--- config.mk ---
export PLATFORM = sky130hd
export DESIGN_NAME = alu_seq
export DESIGN_NICKNAME = d
export VERILOG_FILES = /design/src/rtl/alu_seq_pkg.sv /design/src/rtl/alu_seq_mul.sv /design/src/rtl/alu_seq.sv
export SDC_FILE = /design/constraint.sdc
export NUM_CORES = 1
export LEC_CHECK = 0
export BUFFER_PORTS_ARGS = -buffer_cell sky130_fd_sc_hd__buf_2
export CAP_MARGIN = 20
export CORE_UTILIZATION = 50
export CTS_BUF_LIST = sky130_fd_sc_hd__clkbuf_8
export DETAILED_ROUTE_END_ITERATION = 6
export GPL_TIMING_DRIVEN = 0
export PLACE_DENSITY = 0.77
export SLEW_MARGIN = 0
export SYNTH_ARGS = -nofsm -noshare
export SYNTH_HDL_FRONTEND = slang
export SYNTH_SLANG_ARGS = --single-unit
--- constraint.sdc ---
create_clock -name clk -period 3.6 [get_ports clk]
set_input_delay 0.72 -clock clk [delete_from_list [all_inputs] [get_ports clk]]
set_output_delay 0.72 -clock clk [all_outputs]
set_load 0.005 [all_outputs]
--- src/rtl/alu_seq_pkg.sv ---
// alu_seq_pkg: opcodes, flag indices, FSM states and branch evaluation for alu_seq
package alu_seq_pkg;
  localparam logic [3:0] OP_ADD = 4'd0, OP_SUB = 4'd1, OP_CMP = 4'd2, OP_ADC = 4'd3,
                         OP_SBC = 4'd4, OP_AND = 4'd5, OP_OR = 4'd6, OP_XOR = 4'd7,
                         OP_MOV = 4'd8, OP_MUL = 4'd9;
  localparam logic [3:0] OP_NEG = 4'd0, OP_COM = 4'd1, OP_LSL = 4'd2, OP_LSR = 4'd3,
                         OP_ROL = 4'd4, OP_ROR = 4'd5, OP_RLC = 4'd6, OP_RRC = 4'd7,
                         OP_LSLN = 4'd8, OP_LSRN = 4'd9, OP_ASRN = 4'd10;
  localparam logic [3:0] OP_BREQ = 4'd0, OP_BRNE = 4'd1, OP_BRLT = 4'd2, OP_BRGE = 4'd3,
                         OP_BRC = 4'd4, OP_BRLO = 4'd4, OP_BRNC = 4'd5, OP_BRSH = 4'd5,
                         OP_BRO = 4'd6, OP_BRNO = 4'd7, OP_BRN = 4'd8, OP_BRNN = 4'd9,
                         OP_RJMP = 4'd10;
  localparam int FLAG_C = 3, FLAG_V = 2, FLAG_Z = 1, FLAG_N = 0;
  typedef enum logic [1:0] {ST_IDLE, ST_EXEC, ST_FIN} state_t;
  function automatic logic branch_taken(input logic [3:0] bop, input logic [3:0] f);
    case (bop)
      OP_BREQ: return f[FLAG_Z];
      OP_BRNE: return !f[FLAG_Z];
      OP_BRLT: return f[FLAG_N] ^ f[FLAG_V];
      OP_BRGE: return !(f[FLAG_N] ^ f[FLAG_V]);
      OP_BRC:  return f[FLAG_C];
      OP_BRNC: return !f[FLAG_C];
      OP_BRO:  return f[FLAG_V];
      OP_BRNO: return !f[FLAG_V];
      OP_BRN:  return f[FLAG_N];
      OP_BRNN: return !f[FLAG_N];
      OP_RJMP: return 1'b1;
      default: return 1'b0;
    endcase
  endfunction
endpackage

--- src/rtl/alu_seq_mul.sv ---
// alu_mul_seq: shift-add unsigned multiplier, one multiplier bit per cycle
module alu_mul_seq #(
  parameter int WIDTH = 8
) (
  input  logic             clk,
  input  logic             rst,
  input  logic             start,
  input  logic [WIDTH-1:0] a,
  input  logic [WIDTH-1:0] b,
  output logic             done,
  output logic [WIDTH-1:0] hi,
  output logic [WIDTH-1:0] lo
);
  localparam int CW = $clog2(WIDTH + 1);
  logic [WIDTH-1:0] mcand;
  logic [CW-1:0] cnt;
  logic run;
  logic [WIDTH:0] sum;
  assign sum = {1'b0, hi} + {1'b0, (lo[0] ? mcand : {WIDTH{1'b0}})};
  assign done = run && cnt == '0;
  always_ff @(posedge clk) begin
    if (rst) begin
      run <= 1'b0;
      cnt <= '0;
      hi <= '0;
      lo <= '0;
      mcand <= '0;
    end else if (start) begin
      run <= 1'b1;
      cnt <= CW'(WIDTH);
      hi <= '0;
      lo <= b;
      mcand <= a;
    end else if (run) begin
      if (cnt == '0) run <= 1'b0;
      else begin
        hi <= sum[WIDTH:1];
        lo <= {sum[0], lo[WIDTH-1:1]};
        cnt <= cnt - CW'(1);
      end
    end
  end
endmodule

--- src/rtl/alu_seq.sv ---
// alu_seq: sequential ALU with registered C/V/Z/N flags, start/done handshake and branch check
module alu_seq
  import alu_seq_pkg::*;
#(
  parameter int WIDTH = 8
) (
  input  logic             clk,
  input  logic             rst,
  input  logic             start,
  input  logic             single,
  input  logic [3:0]       operator,
  input  logic [WIDTH-1:0] value1,
  input  logic [WIDTH-1:0] value2,
  input  logic [3:0]       branch_op,
  output logic             busy,
  output logic             done,
  output logic [WIDTH-1:0] result,
  output logic [WIDTH-1:0] result_hi,
  output logic [3:0]       flags,
  output logic             check_branch
);
  localparam int SHW = $clog2(WIDTH);
  localparam int M = WIDTH - 1;
  state_t state, nxt;
  logic [3:0] op;
  logic sgl, sc, cf, launch, is_mul, is_shn, ready, mul_done, c, v, keep_res;
  logic [WIDTH-1:0] a, b, sh, mul_hi, mul_lo, r, rh;
  logic [SHW-1:0] cnt;
  logic [WIDTH:0] ar;
  logic [3:0] nf;
  assign cf = flags[FLAG_C];
  assign launch = state == ST_IDLE && start;
  assign is_mul = !sgl && op == OP_MUL;
  assign is_shn = sgl && (op == OP_LSLN || op == OP_LSRN || op == OP_ASRN);
  assign ready = is_mul ? mul_done : is_shn ? cnt == '0 : 1'b1;
  assign busy = state != ST_IDLE;
  assign done = state == ST_FIN;
  assign check_branch = branch_taken(branch_op, flags);
  assign nf = {c, v, ~|{rh, r}, r[M]};
  alu_mul_seq #(.WIDTH(WIDTH)) u_mul (
    .clk(clk), .rst(rst), .start(launch && !single && operator == OP_MUL),
    .a(value1), .b(value2), .done(mul_done), .hi(mul_hi), .lo(mul_lo)
  );
  always_comb nxt = state == ST_IDLE ? (start ? ST_EXEC : ST_IDLE) :
                    state == ST_EXEC ? (ready ? ST_FIN : ST_EXEC) : ST_IDLE;
  always_comb begin
    ar = '0;
    r = a;
    rh = '0;
    c = cf;
    v = 1'b0;
    keep_res = 1'b0;
    if (!sgl) begin
      case (op)
        OP_ADD, OP_ADC: begin
          ar = {1'b0, a} + {1'b0, b} + {{WIDTH{1'b0}}, op == OP_ADC && cf};
          r = ar[M:0];
          c = ar[WIDTH];
          v = a[M] == b[M] && r[M] != a[M];
        end
        OP_SUB, OP_SBC, OP_CMP: begin
          ar = {1'b0, a} - {1'b0, b} - {{WIDTH{1'b0}}, op == OP_SBC && cf};
          r = ar[M:0];
          c = ar[WIDTH];
          v = a[M] != b[M] && r[M] != a[M];
          keep_res = op == OP_CMP;
        end
        OP_AND: r = a & b;
        OP_OR:  r = a | b;
        OP_XOR: r = a ^ b;
        OP_MOV: r = b;
        OP_MUL: begin
          r = mul_lo;
          rh = mul_hi;
          c = |mul_hi;
        end
        default: r = {(WIDTH/2){2'b10}};
      endcase
    end else begin
      case (op)
        OP_NEG: begin
          ar = {(WIDTH+1){1'b0}} - {1'b0, a};
          r = ar[M:0];
          c = ar[WIDTH];
          v = a[M] && r[M];
        end
        OP_COM: r = ~a;
        OP_LSL: begin r = {a[M-1:0], 1'b0}; c = a[M]; v = r[M] ^ a[M]; end
        OP_LSR: begin r = {1'b0, a[M:1]}; c = a[0]; v = r[M] ^ a[M]; end
        OP_ROL: begin r = {a[M-1:0], a[M]}; c = a[M]; v = r[M] ^ a[M]; end
        OP_ROR: begin r = {a[0], a[M:1]}; c = a[0]; v = r[M] ^ a[M]; end
        OP_RLC: begin r = {a[M-1:0], cf}; c = a[M]; v = r[M] ^ a[M]; end
        OP_RRC: begin r = {cf, a[M:1]}; c = a[0]; v = r[M] ^ a[M]; end
        OP_LSLN, OP_LSRN, OP_ASRN: begin r = sh; c = sc; v = r[M] ^ a[M]; end
        default: r = '0;
      endcase
    end
  end
  // sc starts as the stored carry so a zero shift count leaves C untouched
  always_ff @(posedge clk) begin
    if (rst) begin
      state <= ST_IDLE;
      result <= '0;
      result_hi <= '0;
      flags <= '0;
      op <= '0;
      sgl <= 1'b0;
      a <= '0;
      b <= '0;
      sh <= '0;
      cnt <= '0;
      sc <= 1'b0;
    end else begin
      state <= nxt;
      if (launch) begin
        op <= operator;
        sgl <= single;
        a <= value1;
        b <= value2;
        sh <= value1;
        cnt <= value2[SHW-1:0];
        sc <= flags[FLAG_C];
      end else if (state == ST_EXEC) begin
        if (is_shn && cnt != '0) begin
          cnt <= cnt - SHW'(1);
          sc <= op == OP_LSLN ? sh[M] : sh[0];
          sh <= op == OP_LSLN ? {sh[M-1:0], 1'b0} : {op == OP_ASRN && sh[M], sh[M:1]};
        end
        if (ready) begin
          flags <= nf;
          if (!keep_res) begin
            result <= r;
            result_hi <= rh;
          end
        end
      end
    end
  end
endmodule
==> impl_metrics.py, run 1 <==
metrics = {
    "layout": {
        "fillers": 1179,
        "drive_gt1_share_pct": 14.03,
        "fin_nets": 955,
        "area_growth_pct": 13.06,
        "diodes": 0,
    },
    "global_routing": {
        "overflow": 0,
        "grt_pass1_vias": 5742,
        "antenna_found_initial": 0,
        "grt_start_max_net_pins": 17,
        "groute.usage.overall_pct": 33.32,
        "grt_pass1_wl_um": 32370,
    },
    "synthesis": {
        "synth_top_area_cell": "dfxtp_1",
        "ys_async_sr_fraction_pct": 0,
        "synth_ff_type": "dfxtp_1",
        "avgSynthCellArea_um2": 7.587,
        "yosysUniqueCellTypes": 72,
        "synth_edf_count": 0,
        "synth_seq_cells": 84,
        "yosys-top-cells-area": "dfxtp_1 27%, ha_1 8.7%, nand2_1 6.7%, a21oi_1 5.7%, mux2i_1 5.3%",
        "synth_top_cell_area_share_pct": 27.16,
        "synth.most_common_cell": "nand2_1",
        "yosysSeqAreaShare_pct": 27.16,
        "yosys_warnings": 0,
        "syn_inst": 816,
        "synthesis.nets": 892,
        "syn-cell-area_um2": 6191,
        "synthTopCellsByCount": "110 x nand2_1, 85 x nor2_1, 84 x dfxtp_1",
    },
    "hold_path": {
        "holdPathStages": 2,
        "hold_class": "reg -> reg",
    },
    "clock_tree": {
        "cts_tree": "built",
        "root_buffer": "clkbuf_8",
        "clkLatencyLatePin_ps": 380,
        "ctsHtreeMaxLevel": 3,
        "cts.sink_count": 84,
        "holdBufCountCts": 0,
        "clk_pin_slew_ps": 100,
        "cts_buffers": 9,
        "clk_path_buf_depth": 2,
    },
    "floorplanning": {
        "die_height_um": 113.3,
        "start_util_pct": 51.33,
        "fp-row-count": 40,
        "core_um2": 12060,
        "die_area_um2": 12830,
        "die_x_um": 113.3,
        "ios": 51,
    },
    "detailed_routing": {
        "wirelength_um": 20910,
        "wl_per_cell_um": 19.88,
        "maxUsedRoutingLayer": "met4",
        "routed-via-count": 6395,
        "post-route-drc-count": 0,
        "initialDrtViolationCount": 718,
        "firstDrtPassIters": 5,
        "antenna_left": 0,
        "met3_wirelength_um": 1874,
        "wl_met2_um": 8912,
        "via_per_inst": 6.079,
        "wl_met1_um": 9406,
    },
    "status": {
        "status": "finished, final reports clean",
    },
    "sta": {
        "grt_setup_unrepaired": "no",
        "worst_slew_pin_slew_ps": 851.7,
        "fin_crit_sh_pct": 97.15,
        "slew_viol_final": 0,
        "max_freq_ghz": 0.2859,
        "fin_hold_ws_ps": 453.9,
        "setup_violations": 0,
        "slew-limit-headroom_pct": 42.88,
        "finalHoldViolations": 0,
        "finClkSkew_ps": 12.74,
        "fin_crit_ps": 3497,
    },
    "setup_path": {
        "end_kind": "flip-flop",
        "start_kind": "flip-flop",
        "arrival_ps": 3800,
        "worst-path-max-fanout": 10,
        "worst-r2r-cell-count": 13,
        "required_ps": 3910,
        "crit_type": "reg -> reg",
    },
    "place": {
        "gp_congestion": 0.9952,
        "dp_hpwl_um": 16080,
        "io_buffers": 50,
    },
    "power": {
        "ir_worst_vdd_mv": 0.2901,
        "powerDensity_nw_per_um2": 353.1,
        "power_mw": 2.472,
        "p_leak_nw": 2.760,
    },
    "flow_run": {
        "drv_cap": 0,
    },
}
-- metrics by stage --
| stage | utilization [%] | setup WS [ps] | setup TNS (ps) | instances | instance area, µm² |
|---|---|---|---|---|---|
| floorplan | - | 410.8 | 0 | 816 | 6191 |
| global placement | 55.15 | -451.9 | -2484 | 1034 | 6651 |
| detailed placement | 55.15 | -416.5 | -2480 | 1034 | 6651 |
| CTS | 57.42 | 15.95 | 0 | 1050 | 6925 |
| global route | 58.03 | 10.13 | 0 | 1052 | 6999 |
| finish | 58.03 | 102.5 | 0 | 1052 | 6999 |
-- routing by layer --
layer | GRT usage [%] | vias up
li1 | - | 3025
met1 | 47.14 | 3001
met2 | 49.16 | 315
met3 | 5.785 | 54
met4 | 15.44 | 0
met5 | 0 | -
-- flip-flops by register name, summed over array words and instances, names as in the netlist --
register,count
a,8
op,4
result,8
u_mul.mcand,8
sgl,1
b,8
flags,4
u_mul.lo,8
result_hi,8
cnt,3
sc,1
u_mul.hi,8
u_mul.cnt,4
sh,8
u_mul.run,1
state,2
-- placed cells by master (no fill, tap or decap), types with 5 or more instances in the layout --
cell type  count
buf_2         63
buf_4          6
inv_1         46
a311oi_1      10
or2_2          5
o21a_1         5
nor3_1        17
a211oi_1      16
nand2b_1       8
a21o_1         5
mux2i_1       33
xnor2_1       15
a21oi_1       69
dfxtp_1       83
a22oi_1        8
nor2_1        83
nor3b_1        5
nand3_1       21
a31oi_1        5
nand2_1      110
o21ai_0       37
nor2b_1       11
clkbuf_8       9
clkbuf_1      32
ha_1          43
o211ai_1       9
and2_1        11
-- worst max-delay path, cell delays in order (launching register included) --
cell and delay (ps):
dfxtp_1 310, buf_2 180, buf_6 180, buf_4 210, nand4_1 180, fa_2 600
ha_1 260, xnor2_2 230, o31a_1 170, o32ai_1 90, a2111o_1 450, a21oi_4 220
nand4_1 100, o31ai_1 240
-- repair_timing --
action | in CTS | in global routing
endpoints found under the setup margin | 9 | 8
setup buffers | 0 | 2
pin swaps | 1 | 4
resized for setup | 16 | 20
-- cell families after synthesis --
logic type	synth area share, %
compound gates	24.05
simple gates	22.21
buf+inv	6.750
mux	6.063
fa+ha+maj	10.31
flops	27.16
xor+xnor	3.456
-- report_power, final --
group	total, mW	leakage [nW]	internal [mW]	switching (mW)
registers	1.01	0.683	0.965	0.0446
clock network	0.715	0.105	0.330	0.385
logic	0.747	1.97	0.290	0.457
total	2.47	2.76	1.59	0.887
-- layout make-up --
cell class,instances,area (µm²),share of cell area [%]
inverter,46,172.7,2.467
clock buffer,9,123.9,1.770
buffer,55,261.5,3.736
tap,168,210.2,3.003
multi-input combinational,631,4204,60.06
sequential,84,1683,24.04
timing repair buffer,52,265.3,3.790
clock inverter,7,78.83,1.126
-- final timing paths --
path | start | to | slack [ps]
setup / recovery | op[2]$_SDFFE_PP0P_ | flags[1]$_SDFFE_PP0P_ | 100
setup reg to reg | op[2]$_SDFFE_PP0P_ | flags[1]$_SDFFE_PP0P_ | 100
hold / removal | result_hi[3]$_SDFFE_PP0P_ | result_hi[3]$_SDFFE_PP0P_ | 450
hold reg to reg | result_hi[3]$_SDFFE_PP0P_ | result_hi[3]$_SDFFE_PP0P_ | 450
Note: power is estimated with default switching activity, not from simulation.
==> run 2: changes to the inputs <==
--- a/config.mk
+++ b/config.mk
@@ -5,13 +5,14 @@
 export SDC_FILE = /design/constraint.sdc
 export NUM_CORES = 1
 export LEC_CHECK = 0
+export ABC_AREA = 1
 export BUFFER_PORTS_ARGS = -buffer_cell sky130_fd_sc_hd__buf_2
 export CAP_MARGIN = 20
 export CORE_UTILIZATION = 50
 export CTS_BUF_LIST = sky130_fd_sc_hd__clkbuf_8
 export DETAILED_ROUTE_END_ITERATION = 6
 export GPL_TIMING_DRIVEN = 0
-export PLACE_DENSITY = 0.77
+export PLACE_DENSITY = 0.79
 export SLEW_MARGIN = 0
 export SYNTH_ARGS = -nofsm -noshare
 export SYNTH_HDL_FRONTEND = slang
==> constraint.sdc (replaced) <==
create_clock -name clk -period 3.2 [get_ports clk]
set_input_delay 0.64 -clock clk [delete_from_list [all_inputs] [get_ports clk]]
set_output_delay 0.64 -clock clk [all_outputs]
set_load 0.005 [all_outputs]
==> impl_metrics.py, run 2 <==
metrics = {
    "sta": {
        "setup_tns_ps": 0,
        "slew-limit-headroom_pct": 49.87,
        "setup_violations": 0,
        "fin_crit_sh_pct": 92.57,
        "grt_setup_unrepaired": "no",
        "worst_slew_pin_slew_ps": 749.2,
        "slew_viol_final": 0,
        "finClkSkew_ps": 9.282,
        "fin_crit_ps": 2962,
        "max_freq_ghz": 0.3376,
        "finalHoldViolations": 0,
    },
    "power": {
        "p_leak_nw": 3.317,
        "power_mw": 2.847,
        "powerDensity_nw_per_um2": 422.2,
        "ir_worst_vdd_mv": 0.2848,
    },
    "synthesis": {
        "syn-cell-area_um2": 6038,
        "yosys_warnings": 0,
        "synthesis.nets": 1045,
        "synth_top_cell_area_share_pct": 27.85,
        "synth.most_common_cell": "nand2_1",
        "synthTopCellsByCount": "250 x nand2_1, 131 x inv_1, 105 x nor2_1",
        "synth_seq_cells": 84,
        "synth_top_area_cell": "dfxtp_1",
        "ys_async_sr_fraction_pct": 0,
        "yosysSeqAreaShare_pct": 27.85,
        "synth_edf_count": 0,
        "syn_inst": 969,
        "yosysUniqueCellTypes": 35,
        "synth_ff_type": "dfxtp_1",
        "avgSynthCellArea_um2": 6.231,
        "yosys-top-cells-area": "dfxtp_1 28%, nand2_1 16%, ha_1 8.9%, inv_1 8.1%, nand3_1 6.9%",
    },
    "place": {
        "gp_congestion": 1.019,
        "placed_cells": 1161,
        "dp_hpwl_um": 14670,
        "io_buffers": 49,
    },
    "clock_tree": {
        "clkLatencyLatePin_ps": 370,
        "holdBufCountCts": 0,
        "clk_path_buf_depth": 2,
        "clk_pin_slew_ps": 80,
        "cts.sink_count": 84,
        "ctsHtreeMaxLevel": 3,
        "cts_tree": "built",
        "cts_buffers": 9,
        "root_buffer": "clkbuf_8",
    },
    "detailed_routing": {
        "post-route-drc-count": 0,
        "via_per_inst": 5.659,
        "met3_wirelength_um": 1587,
        "wl_met1_um": 8212,
        "initialDrtViolationCount": 504,
        "wl_met2_um": 8436,
        "wirelength_um": 19000,
        "antenna_left": 0,
        "maxUsedRoutingLayer": "met4",
        "firstDrtPassIters": 5,
        "routed-via-count": 6678,
        "wl_per_cell_um": 16.10,
    },
    "setup_path": {
        "required_ps": 3510,
        "start_kind": "flip-flop",
        "worst-r2r-cell-count": 19,
        "r2r-end": "flags[1]$_SDFFE_PP0P_",
        "rrSetupSlack_ps": 240,
        "reg2reg_from": "op[2]$_SDFFE_PP0P_",
        "crit_path_start": "op[2]$_SDFFE_PP0P_",
        "crit_type": "reg -> reg",
        "arrival_ps": 3280,
        "worst-path-max-fanout": 6,
        "worstSetupEndpoint": "flags[1]$_SDFFE_PP0P_",
        "end_kind": "flip-flop",
    },
    "global_routing": {
        "grt_pass1_wl_um": 30190,
        "overflow": 0,
        "grt_pass1_vias": 5938,
        "groute.usage.overall_pct": 30.90,
        "antenna_found_initial": 0,
        "grt_start_max_net_pins": 15,
    },
    "floorplanning": {
        "die_height_um": 111.9,
        "die_area_um2": 12520,
        "core_um2": 11610,
        "fp-row-count": 39,
        "start_util_pct": 51.99,
        "die_x_um": 111.9,
        "ios": 51,
    },
    "layout": {
        "final_cell_mix": "250 x nand2_1, 130 x inv_1, 104 x nor2_1",
        "fin_nets": 1108,
        "diodes": 0,
        "fillers": 1152,
        "area_growth_pct": 11.69,
        "drive_gt1_share_pct": 9.932,
        "finalNonFillerCells": 1180,
        "multi_input_area_um2": 3725,
        "seq_area_um2": 1690,
        "layout_commonest_cell": "nand2_1",
    },
    "status": {
        "status": "finished, final reports clean",
    },
    "hold_path": {
        "hold_class": "reg -> reg",
    },
    "flow_run": {
        "drv_cap": 0,
    },
}
-- run 2: timing repair --
action,in CTS,in global routing
gates resized for setup,2,12
endpoints found under the setup margin,5,6
pin swaps,0,1
setup buffers,0,3
endpoints found under the hold margin,0,0
-- run 2: layout make-up --
class                           instances  area share, %
Buffer                                 31          2.059
Clock buffer                           10          2.041
Clock inverter                          6          1.299
Inverter                              138          7.681
Multi-Input combinational cell        716          55.23
Sequential cell                        84          25.06
Tap cell                              143          2.653
Timing Repair Buffer                   52          3.970
-- run 2: where the power goes --
group          leakage [nW]  internal, mW  switching, mW
sequential            0.687          1.10         0.0650
clock                 0.105         0.459          0.404
combinational          2.53         0.274          0.548
total                  3.32          1.83           1.02
-- run 2: worst min-delay path by stage --
stage,from,endpoint,slack [ps],depth (start not counted)
final,result_hi[0]$_SDFFE_PP0P_,result_hi[0]$_SDFFE_PP0P_,460,2
after global routing,result_hi[4]$_SDFFE_PP0P_,result_hi[4]$_SDFFE_PP0P_,480,2
after CTS,result_hi[0]$_SDFFE_PP0P_,result_hi[0]$_SDFFE_PP0P_,460,2
after detailed placement,result_hi[0]$_SDFFE_PP0P_,result_hi[0]$_SDFFE_PP0P_,450,2
after global placement,result_hi[0]$_SDFFE_PP0P_,result_hi[0]$_SDFFE_PP0P_,450,2
after floorplan,cnt[1]$_SDFFE_PP0P_,cnt[1]$_SDFFE_PP0P_,430,2
-- run 2: cells by family after synthesis --
group / count (synthesis) / synth area share (%)
AO/OA/AOI/OAI: 192 / 17.14
XOR/XNOR: 7 / 1.015
adder cells (fa/ha/maj): 48 / 10.57
buffers and inverters: 169 / 10.88
flip-flops: 84 / 27.85
AND/OR/NAND/NOR: 469 / 32.55
-- run 2: per-layer routing --
| metal | track usage (%) | vias up |
|---|---|---|
| li1 | - | 3277 |
| met2 | 49.81 | 304 |
| met5 | 0 | - |
| met1 | 40.46 | 3041 |
| met4 | 14.59 | 0 |
| met3 | 4.790 | 56 |
-- run 2: stage by stage --
stage                     util [%]  area, µm²  hold WS, ps  setup slack, ps
after CTS                    57.64       6694        465.0            22.82
after detailed placement     55.65       6462        452.5           -102.3
after floorplan                  -       6038        433.1            464.6
after global placement       55.65       6462        452.4           -68.40
final                        58.07       6744        463.5            237.9
after global routing         58.07       6744        476.0            8.047
-- run 2: worst max-delay path, stage by stage, from the launching register on --
cell	delay [ps]
dfxtp_4	410
inv_2	80
nor2_4	170
nand2_1	110
inv_1	90
nand2_1	80
fa_1	520
inv_1	50
ha_1	190
o21ai_1	170
nand2_1	100
nand2_1	90
nand3_1	90
nand3_1	140
nand3_1	110
a21oi_2	180
nand2_1	70
nor2_1	120
nor2_1	50
nor2_1	70
